===== src/rtl/pipe_scoreboard.sv =====
// pipe_scoreboard: decode-stage hazard scoreboard with stall/flush control and forwarding select.
// Optional PIPE_SCOREBOARD_PERF_EN adds a saturating stall_cycles counter output.
module pipe_scoreboard #(
  parameter int NUM_REGS     = 32,
  parameter int REG_ADDR_W   = 5,
  parameter int LOAD_LATENCY = 1,
  parameter int FLUSH_CYCLES = 1
) (
  input  logic                  clk,
  input  logic                  rst,
  input  logic                  id_valid,
  input  logic [REG_ADDR_W-1:0] id_rs1,
  input  logic [REG_ADDR_W-1:0] id_rs2,
  input  logic                  id_use_rs1,
  input  logic                  id_use_rs2,
  input  logic [REG_ADDR_W-1:0] id_rd,
  input  logic                  id_reg_w,
  input  logic                  id_is_load,
  input  logic                  ex_branch_taken,
  output logic                  stall,
  output logic                  flush,
  output logic                  issue,
`ifdef PIPE_SCOREBOARD_PERF_EN
  output logic [31:0]           stall_cycles,
`endif
  output logic [1:0]            fwd_rs1,
  output logic [1:0]            fwd_rs2
);
  logic [1:0] cnt_q [NUM_REGS];
  logic [1:0] cnt_d [NUM_REGS];
  logic [1:0] flush_cnt_q, flush_cnt_d;
  logic ex_w_q, ex_w_d, mem_w_q, mem_w_d;
  logic [REG_ADDR_W-1:0] ex_rd_q, ex_rd_d, mem_rd_q, mem_rd_d;
  logic [1:0] fwd_rs1_q, fwd_rs1_d, fwd_rs2_q, fwd_rs2_d;
  logic [2**REG_ADDR_W-1:0] busy;
  logic hazard, ex_live, mem_live, wr_cnt;
  // Indices at or beyond NUM_REGS, and x0, always read as ready.
  always_comb begin
    busy = '0;
    for (int i = 1; i < NUM_REGS; i++) busy[i] = cnt_q[i] != 2'd0;
  end
  always_comb begin
    hazard = id_valid & ((id_use_rs1 & busy[id_rs1]) | (id_use_rs2 & busy[id_rs2]) | (id_reg_w & busy[id_rd]));
    flush = ex_branch_taken | (flush_cnt_q != 2'd0);
    stall = hazard & ~flush;
    issue = id_valid & ~stall & ~flush;
    wr_cnt = issue & id_reg_w & (id_rd != '0);
    flush_cnt_d = ex_branch_taken ? 2'(FLUSH_CYCLES - 1) : (flush_cnt_q != 2'd0 ? flush_cnt_q - 2'd1 : 2'd0);
    cnt_d[0] = 2'd0;
    for (int i = 1; i < NUM_REGS; i++)
      cnt_d[i] = (wr_cnt && id_rd == REG_ADDR_W'(i)) ? (id_is_load ? 2'(LOAD_LATENCY) : 2'd0)
               : (cnt_q[i] != 2'd0 ? cnt_q[i] - 2'd1 : 2'd0);
    mem_w_d = ex_w_q;
    mem_rd_d = ex_rd_q;
    ex_w_d = issue & id_reg_w;
    ex_rd_d = issue ? id_rd : ex_rd_q;
    ex_live = ex_w_q & (ex_rd_q != '0);
    mem_live = mem_w_q & (mem_rd_q != '0);
    fwd_rs1_d = !issue ? 2'b00 : (ex_live && ex_rd_q == id_rs1) ? 2'b01 : (mem_live && mem_rd_q == id_rs1) ? 2'b10 : 2'b00;
    fwd_rs2_d = !issue ? 2'b00 : (ex_live && ex_rd_q == id_rs2) ? 2'b01 : (mem_live && mem_rd_q == id_rs2) ? 2'b10 : 2'b00;
  end
  always_ff @(posedge clk) begin
    if (rst) begin
      for (int i = 0; i < NUM_REGS; i++) cnt_q[i] <= 2'd0;
      flush_cnt_q <= 2'd0;
      ex_w_q <= 1'b0;
      mem_w_q <= 1'b0;
      ex_rd_q <= '0;
      mem_rd_q <= '0;
      fwd_rs1_q <= 2'b00;
      fwd_rs2_q <= 2'b00;
    end else begin
      for (int i = 0; i < NUM_REGS; i++) cnt_q[i] <= cnt_d[i];
      flush_cnt_q <= flush_cnt_d;
      ex_w_q <= ex_w_d;
      mem_w_q <= mem_w_d;
      ex_rd_q <= ex_rd_d;
      mem_rd_q <= mem_rd_d;
      fwd_rs1_q <= fwd_rs1_d;
      fwd_rs2_q <= fwd_rs2_d;
    end
  end
  assign fwd_rs1 = fwd_rs1_q;
  assign fwd_rs2 = fwd_rs2_q;
`ifdef PIPE_SCOREBOARD_PERF_EN
  logic [31:0] stall_cycles_q, stall_cycles_d;
  always_comb stall_cycles_d = (stall && !(&stall_cycles_q)) ? stall_cycles_q + 32'd1 : stall_cycles_q;
  always_ff @(posedge clk) begin
    if (rst) stall_cycles_q <= '0;
    else stall_cycles_q <= stall_cycles_d;
  end
  assign stall_cycles = stall_cycles_q;
`endif
endmodule

===== config.mk =====
export PLATFORM = sky130hd
export DESIGN_NAME = pipe_scoreboard
export DESIGN_NICKNAME = d
export VERILOG_FILES = /design/src/rtl/pipe_scoreboard.sv
export SDC_FILE = /design/constraint.sdc
export NUM_CORES = 1
export LEC_CHECK = 0
export ABC_CLOCK_PERIOD_IN_PS = 4400
export CAP_MARGIN = 25
export CORE_MARGIN = 10
export CORE_UTILIZATION = 60
export DETAILED_ROUTE_END_ITERATION = 16
export PLACE_DENSITY = 0.8
export SLEW_MARGIN = 20
export SYNTH_ARGS = -nofsm -noshare
export SYNTH_HDL_FRONTEND = slang
export SYNTH_SLANG_ARGS = --single-unit

===== constraint.sdc =====
create_clock -name clk -period 4.4 [get_ports clk]
set_input_delay 0.88 -clock clk [delete_from_list [all_inputs] [get_ports clk]]
set_output_delay 0.88 -clock clk [all_outputs]
set_load 0.03 [all_outputs]

==> flow_summary.ini, run 1 <==
[job]
max_cap_viol_count = 0

[sta]
max_slew.worst_pin.slew_ns = 0.7533
maxSlewHeadroom = 0.4978
finalCritPeriodShare = 0.9659
finalSetupViolCount = 0
finClkSkew_ns = 0.01331
max_clock_freq_mhz = 235.3
finalSetupTns_ns = 0
period_minus_slack_ns = 4.250
rsz0062_at_grt = no
slew_viol_final = 0
hold_viol_final = 0

[floorplanning]
coreArea_um2 = 8134
die_y_um = 111
pin_count = 30
dieArea_um2 = 12320
rows = 33
die_w_um = 111
start_util = 0.6108

[grt]
grt-ovfl-total = 0
groute.usage.overall = 0.1937
grt_max_degree = 80
antenna_found_initial = 0
grt_pass1_vias = 4005
grt_pass1_wl_um = 19700

[clocking]
holdBufCountCts = 0
htreeDepth = 3
cts_tree = yes
worstSkewPairLatency_ns = 0.37
numCtsBuffers = 9
cts-root-buf = clkbuf_8
cts.path.max_buffers = 2
clkTransAtPathRegs_ns = 0.09
cts_sinks = 80

[logic_synthesis]
synth_top_area_cell = dfxtp_1
synth-seq-cells = 80
synth_fp_nets = 615
synth-simple-area-share = 0.1811
synth.yosys.seq_area_share = 0.3223
synth_fa_ha_area_frac = 0.1587
ys_top_cells_by_area = dfxtp_1, ha_1, mux4_2
synthXorXnorAreaFrac = 0.03526
synth_top_area_share = 0.3223
synth-compound-area-share = 0.06875
async_reset_ff_frac = 0
synth.distinct_cells = 45
syn_inst = 529
muxShareOfSynthArea = 0.1435
synth_edf_count = 0
synth_area_um2 = 4969
ys.flop_type = dfxtp_1
synthMostInstantiatedCell = dfxtp_1
ys_warn_count = 0
syn_area_per_cell_um2 = 9.392
synth.top_cells.by_count = dfxtp_1, inv_1, ha_1
synth_top_family_by_area = simple AND/OR/NAND/NOR gates

[drt]
totalWireLength_um = 11790
wirelength_met1_um = 4987
ant_nets = 0
firstDrtPassIters = 5
drt-initial-drc-count = 292
top_layer = met4
viasPerCell = 5.897
wl_met2_um = 5746
wl_met3_um = 673
vias = 3892
drc = 0
wl_per_cell_um = 17.87

[placed_design]
numPortBuffers = 29
place_congestion = 0.9358
dpl.hpwl_um = 9176
place_area_um2 = 5330

[setup_path]
path_class = in -> out
r2r-start = cnt_q[0][10]$_SDFF_PP0_
endpoint_kind = output pin
critPathLaunch = id_rs2[2]
crit_required_ns = 3.52
path_max_fanout = 8
cp-start-kind = input pin
critPathArrivalTime_ns = 3.37

[final_layout]
nets = 636
stdcell_area_um2 = 5539
fillers = 630
diodes = 0
synthToLayoutAreaGrowth_pct = 11.48
drive_gt1_frac = 0.1045

[power]
swShare = 0.2618
irDropWorstVdd_v = 0.0002147
pwr-share-seq = 0.505
switching_power_uw = 380.7
power_leakage_nw = 1.920
clockPowerShare = 0.384
power.density_nw_per_um2 = 262.5
comb_power_share = 0.111
intPower_mw = 1.073

[hold_path]
hold_path_startpoint = flush_cnt_q[0]$_SDFF_PP0_
hp-class = reg -> reg

[status]
outcome = finished clean
cell usage in the layout (no fill, tap or decap), drive strengths merged, types with 4 or more instances in the layout:
cell type / instances
xor2: 11
clkdlybuf4s50: 25
clkbuf: 10
clkinvlp: 4
nor3: 47
dfxtp: 80
nand4: 15
nand3: 13
nand2b: 21
ha: 63
nor2: 6
mux2: 4
xnor2: 9
o31ai: 12
nor4: 6
inv: 69
a21oi: 14
buf: 19
nand2: 24
mux4: 21
o21ai: 16
mux2i: 18
nor2b: 20
final timing paths:
kind | endpoint | slack [ns] | cells past startpoint
min reg2reg | flush_cnt_q[0]$_SDFF_PP0_ | 0.44 | 1
max reg2reg | cnt_q[0][48]$_SDFF_PP0_ | 1.25 | 10
max | issue | 0.15 | 8
min | flush_cnt_q[0]$_SDFF_PP0_ | 0.44 | 1
state kept, by name, summed over array words and instances (netlist names):
name         flops
cnt_q           62
ex_rd_q          5
mem_rd_q         5
flush_cnt_q      2
fwd_rs1          2
fwd_rs2          2
ex_w_q           1
mem_w_q          1
critical path, cell delays in order:
cell	delay, ns
clkdlybuf4s50_1	0.50
buf_4	0.21
a221o_1	0.32
a311o_1	0.38
and3_1	0.18
or4b_1	0.57
inv_2	0.15
buf_4	0.18
routing by layer:
layer  vias up  GRT usage
li1       1867          -
met1      1862     0.2311
met2       133     0.3255
met3        30    0.04221
met4         0    0.08594
met5         -          0
cell type report:
cell class,count,area [um2],area share
Clock buffer,10,137.6,0.02485
Clock inverter,6,68.82,0.01242
Inverter,69,259.0,0.04676
Multi-Input combinational cell,345,2918,0.5268
Sequential cell,80,1602,0.2891
Tap cell,105,131.4,0.02372
Timing Repair Buffer,45,422.9,0.07635
stage by stage:
step | hold slack (ns) | instances | power [mW] | worst slack, ns | utilization
2_1_floorplan | 0.3970 | 529 | 0.8557 | 0.5671 | -
3_3_place_gp | 0.4105 | 643 | 0.9057 | 0.1441 | 0.6534
3_5_place_dp | 0.4298 | 644 | 0.9099 | 0.09325 | 0.6553
4_1_cts | 0.4421 | 660 | 1.458 | 0.09471 | 0.6807
5_1_grt | 0.4680 | 660 | 1.508 | 0.01888 | 0.6810
6_report | 0.4387 | 660 | 1.454 | 0.1498 | 0.6810
power by group through the flow:
stage,clock network (mW),logic [mW],registers [mW]
after floorplan,0,0.106,0.749
after global placement,0,0.155,0.751
after detailed placement,0,0.159,0.751
after CTS,0.565,0.159,0.734
after global routing,0.600,0.174,0.735
final,0.559,0.161,0.734
cells by family (layout without fill, tap and decap cells):
logic type,Yosys count,after routing
XOR/XNOR,20,20
AO/OA/AOI/OAI,54,54
AND/OR/NAND/NOR,165,165
buffers and inverters,104,130
adder cells (fa/ha/maj),63,63
flip-flops,80,80
multiplexers,43,43
repair_timing:
| action | in CTS | in global routing |
|---|---|---|
| buffers inserted | 0 | 0 |
| setup endpoints to repair | 0 | 2 |
| gates resized for setup | 0 | 1 |
| hold endpoints to repair | 0 | 0 |
Power figures use the tool's default switching activity.
==> run 2: changes to the inputs <==
Settings changed: REMOVE_ABC_BUFFERS from default to 1.
==> flow_summary.ini, run 2 (synthesis results as in run 1) <==
[status]
outcome = finished clean

[setup_path]
worst_r2r_endpoint = cnt_q[0][48]$_SDFF_PP0_
crit_slowest_cell = clkdlybuf4s50_1
cp-endpoint = stall
path_max_fanout = 7
crit_family = buffers and inverters
crit_buf_inv = 3
critPathLaunch = id_rs2[0]
critPathArrivalTime_ns = 3.34
r2r-start = cnt_q[0][10]$_SDFF_PP0_
cp-start-kind = input pin
endpoint_kind = output pin
crit_path_frequent_cell = buf_4
crit_required_ns = 3.52
worstPathCellList = clkdlybuf4s50_1 -> buf_4 -> mux4_2 -> mux2_2 -> o211ai_1 -> nand3_1 -> a41oi_1 -> buf_4
reg2reg_depth = 10
crit_cells = 8
regToRegSetupSlack_ns = 1.17
slowest_delay_ns = 0.61
path_class = in -> out

[hold_path]
hold-path-cell-count = 1
hp-class = reg -> reg

[clocking]
cts.path.max_buffers = 2
cts_tree = yes
clkTransAtPathRegs_ns = 0.08
cts_setup_buffers = 0
cts_sinks = 80
htreeDepth = 3
numCtsBuffers = 9
worstSkewPairLatency_ns = 0.36
cts-root-buf = clkbuf_8

[placed_design]
numPortBuffers = 29
place_congestion = 0.9127
dpl.hpwl_um = 9158
dp_cells = 647

[drt]
ant_nets = 0
drc = 0
firstDrtPassIters = 5
vias = 3912
drt-initial-drc-count = 276
viasPerCell = 5.892
totalWireLength_um = 12100
wl_per_cell_um = 18.22

[sta]
finalCritPeriodShare = 0.9595
finalSetupViolCount = 0
hold_viol_final = 0
max_slew.worst_pin.slew_ns = 0.7820
slew_viol_final = 0
finalSetupTns_ns = 0
rsz0062_at_grt = no
maxSlewHeadroom = 0.4787
whs_ns = 0.4254
max_clock_freq_mhz = 236.9
period_minus_slack_ns = 4.222
finClkSkew_ns = 0.01127

[floorplanning]
start_util = 0.6108
die_w_um = 111
dieArea_um2 = 12320
die_y_um = 111
coreArea_um2 = 8134
pin_count = 30
rows = 33

[grt]
grt_pass1_wl_um = 19890
antenna_found_initial = 0
groute.usage.overall = 0.1957
grt_pass1_vias = 3951
grt_max_degree = 80
grt-ovfl-total = 0

[final_layout]
synthToLayoutAreaGrowth_pct = 12.14
mostFrequentLayoutCell = dfxtp_1
reg.largest.list = cnt_q (62), ex_rd_q (5), mem_rd_q (5)
stdcell_count = 664
drive_gt1_frac = 0.1091
final_cell_mix = dfxtp_1, inv_1, ha_1
diodes = 0
ff_latch_area_um2 = 1602
multi_input_area_um2 = 2918
nets = 640
fillers = 662
regMostFlops = cnt_q
largest_reg_flops = 62

[power]
irDropWorstVdd_v = 0.0002418
power.total_mw = 1.515
power_leakage_nw = 1.949
power.density_nw_per_um2 = 271.9

[job]
max_cap_viol_count = 0
==> run 2: worst min-delay path by stage <==
stage,startpoint,endpoint
final,flush_cnt_q[0]$_SDFF_PP0_,flush_cnt_q[0]$_SDFF_PP0_
after global placement,flush_cnt_q[0]$_SDFF_PP0_,flush_cnt_q[0]$_SDFF_PP0_
after detailed placement,flush_cnt_q[0]$_SDFF_PP0_,flush_cnt_q[0]$_SDFF_PP0_
after global routing,flush_cnt_q[0]$_SDFF_PP0_,flush_cnt_q[0]$_SDFF_PP0_
after CTS,flush_cnt_q[0]$_SDFF_PP0_,flush_cnt_q[0]$_SDFF_PP0_
after floorplan,flush_cnt_q[0]$_SDFF_PP0_,flush_cnt_q[0]$_SDFF_PP0_
==> run 2: what timing repair did <==
action,4_1_cts,5_1_grt
gates resized for setup,0,1
setup endpoints to repair,0,1
hold buffers,0,0
==> run 2: through the flow <==
step	util	instance area, um2	worst slack, ns
floorplan	-	4778	0.3133
global placement	0.6556	5333	0.09386
detailed placement	0.6556	5333	0.1030
CTS	0.6828	5554	0.1003
global route	0.6850	5572	0.05225
finish	0.6850	5572	0.1783
==> run 2: worst reg2reg max path: cells and delay by family, from the launching register on <==
kind / cells / cell delay (ns)
compound gates: 2 / 0.73
fa+ha+maj: 1 / 0.28
buf+inv: 2 / 0.35
flops: 1 / 0.30
mux: 2 / 0.35
simple gates: 3 / 1.15
==> run 2: layout make-up <==
| type | count | area share |
|---|---|---|
| multi-input combinational | 345 | 0.5237 |
| sequential | 80 | 0.2874 |
| timing repair buffer | 49 | 0.07905 |
| inverter | 69 | 0.04649 |
| clock buffer | 11 | 0.02538 |
| tap | 105 | 0.02358 |
| clock inverter | 5 | 0.01437 |
==> run 2: power breakdown <==
part | switching [mW] | internal, mW
clock network | 0.284 | 0.334
logic | 0.0942 | 0.0683
registers | 0.00581 | 0.728
==> run 2: per-layer routing <==
layer / wire [um] / share of wire / GRT usage
met4: 233 / 0.019 / 0.07292
met3: 863 / 0.071 / 0.03247
met1: 5173 / 0.43 / 0.2479
met2: 5829 / 0.48 / 0.3251
met5: 0 / 0 / 0
==> run 3: changes to the inputs <==
==> constraint.sdc (replaced) <==
create_clock -name clk -period 4.4 [get_ports clk]
set_input_delay 1.1 -clock clk [delete_from_list [all_inputs] [get_ports clk]]
set_output_delay 1.1 -clock clk [all_outputs]
set_load 0.03 [all_outputs]
==> flow_summary.ini, run 3 (synthesis results as in run 1) <==
[hold_path]
hp-class = reg -> reg
hold_path_startpoint = flush_cnt_q[0]$_SDFF_PP0_

[drt]
firstDrtPassIters = 5
totalWireLength_um = 12140
wl_per_cell_um = 18.02
viasPerCell = 5.898
drc = 0
vias = 3975
ant_nets = 0
drt-initial-drc-count = 344

[job]
max_cap_viol_count = 0

[sta]
finalSetupViolCount = 0
maxSlewHeadroom = 0.4787
finalSetupTns_ns = 0
finalCritPeriodShare = 0.9859
rsz0062_at_grt = no
max_clock_freq_mhz = 230.5
slew_viol_final = 0
hold_viol_final = 0
period_minus_slack_ns = 4.338
finClkSkew_ns = 0.01012
max_slew.worst_pin.slew_ns = 0.7820

[floorplanning]
pin_count = 30
dieArea_um2 = 12320
start_util = 0.6108
die_w_um = 111
coreArea_um2 = 8134
rows = 33
die_y_um = 111

[setup_path]
r2r-start = cnt_q[0][2]$_SDFF_PP0_
endpoint_kind = output pin
path_max_fanout = 5
path_class = in -> out
critPathArrivalTime_ns = 3.24
regToRegSetupSlack_ns = 1.18
critPathLaunch = id_rs1[0]
crit_required_ns = 3.30
cp-start-kind = input pin

[clocking]
cts-root-buf = clkbuf_8
numCtsBuffers = 9
worstSkewPairLatency_ns = 0.36
htreeDepth = 3
cts_sinks = 80
clkTransAtPathRegs_ns = 0.08
cts_setup_buffers = 0
cts_tree = yes
cts.path.max_buffers = 2

[final_layout]
mostFrequentLayoutCell = dfxtp_1
diodes = 0
nets = 651
ff_latch_area_um2 = 1602
drive_gt1_frac = 0.1283
reg.largest.list = cnt_q (62), ex_rd_q (5), mem_rd_q (5)
stdcell_area_um2 = 5609
stdcell_count = 674
final_cell_mix = dfxtp_1, inv_1, ha_1
regMostFlops = cnt_q
fin_util = 0.6896
fillers = 657
synthToLayoutAreaGrowth_pct = 12.89
multi_input_area_um2 = 2924
largest_reg_flops = 62

[placed_design]
numPortBuffers = 29
place_congestion = 0.9073
dp_cells = 658
place_area_um2 = 5428
dpl.hpwl_um = 9311

[grt]
groute.usage.overall = 0.1948
grt_pass1_wl_um = 19870
grt_max_degree = 80
grt-ovfl-total = 0
grt_pass1_vias = 3990
antenna_found_initial = 0

[power]
power.total_mw = 1.378
irDropWorstVdd_v = 0.0001800
power_leakage_nw = 1.996
power.density_nw_per_um2 = 245.7

[status]
outcome = finished clean
run 3: final timing paths:
path | to | depth (start not counted)
setup reg to reg | cnt_q[0][48]$_SDFF_PP0_ | 10
hold reg to reg | flush_cnt_q[0]$_SDFF_PP0_ | 1
hold / removal | flush_cnt_q[0]$_SDFF_PP0_ | 1
setup / recovery | stall | 6
run 3: routing by layer:
| metal | wire length (um) | vias up | global-route usage |
|---|---|---|---|
| met5 | 0 | - | 0 |
| met4 | 189 | 0 | 0.04861 |
| met3 | 788 | 18 | 0.04708 |
| met2 | 5822 | 150 | 0.3211 |
| met1 | 5344 | 1913 | 0.2490 |
| li1 | - | 1894 | - |
run 3: power by group:
group | total (mW) | internal (mW) | switching, mW | leakage (nW)
combinational | 0.172 | 0.0755 | 0.0969 | 1.27
sequential | 0.734 | 0.728 | 0.00563 | 0.645
clock | 0.472 | 0.200 | 0.272 | 0.0789
total | 1.38 | 1.00 | 0.375 | 2.00
run 3: per-stage QoR:
stage | setup slack, ns | hold WS [ns]
5_1_grt | 0.02215 | 0.4479
3_3_place_gp | -0.2945 | 0.4071
2_1_floorplan | -0.1267 | 0.3953
6_report | 0.06216 | 0.4242
4_1_cts | 0.02467 | 0.4258
3_5_place_dp | -0.3198 | 0.4137
run 3: final cells by class:
class / instances / area share
clock buffers: 11 / 0.02342
well taps: 105 / 0.02342
multi-input cells: 345 / 0.5213
inverters: 69 / 0.04617
flip-flops and latches: 80 / 0.2855
repair buffers: 60 / 0.09614
clock inverters: 4 / 0.004015
run 3: repair_timing:
item                                   in CTS  in global routing
cloned                                      0                  0
resized for setup                           7                  4
setup endpoints to repair                   2                  2
endpoints found under the hold margin       0                  0
hold buffers                                0                  0
run 3: critical path, cell delays in order:
cell             delay, ns
clkdlybuf4s15_2       0.27
mux4_2                0.51
mux4_2                0.47
a211o_1               0.35
a41oi_1               0.31
buf_4                 0.22
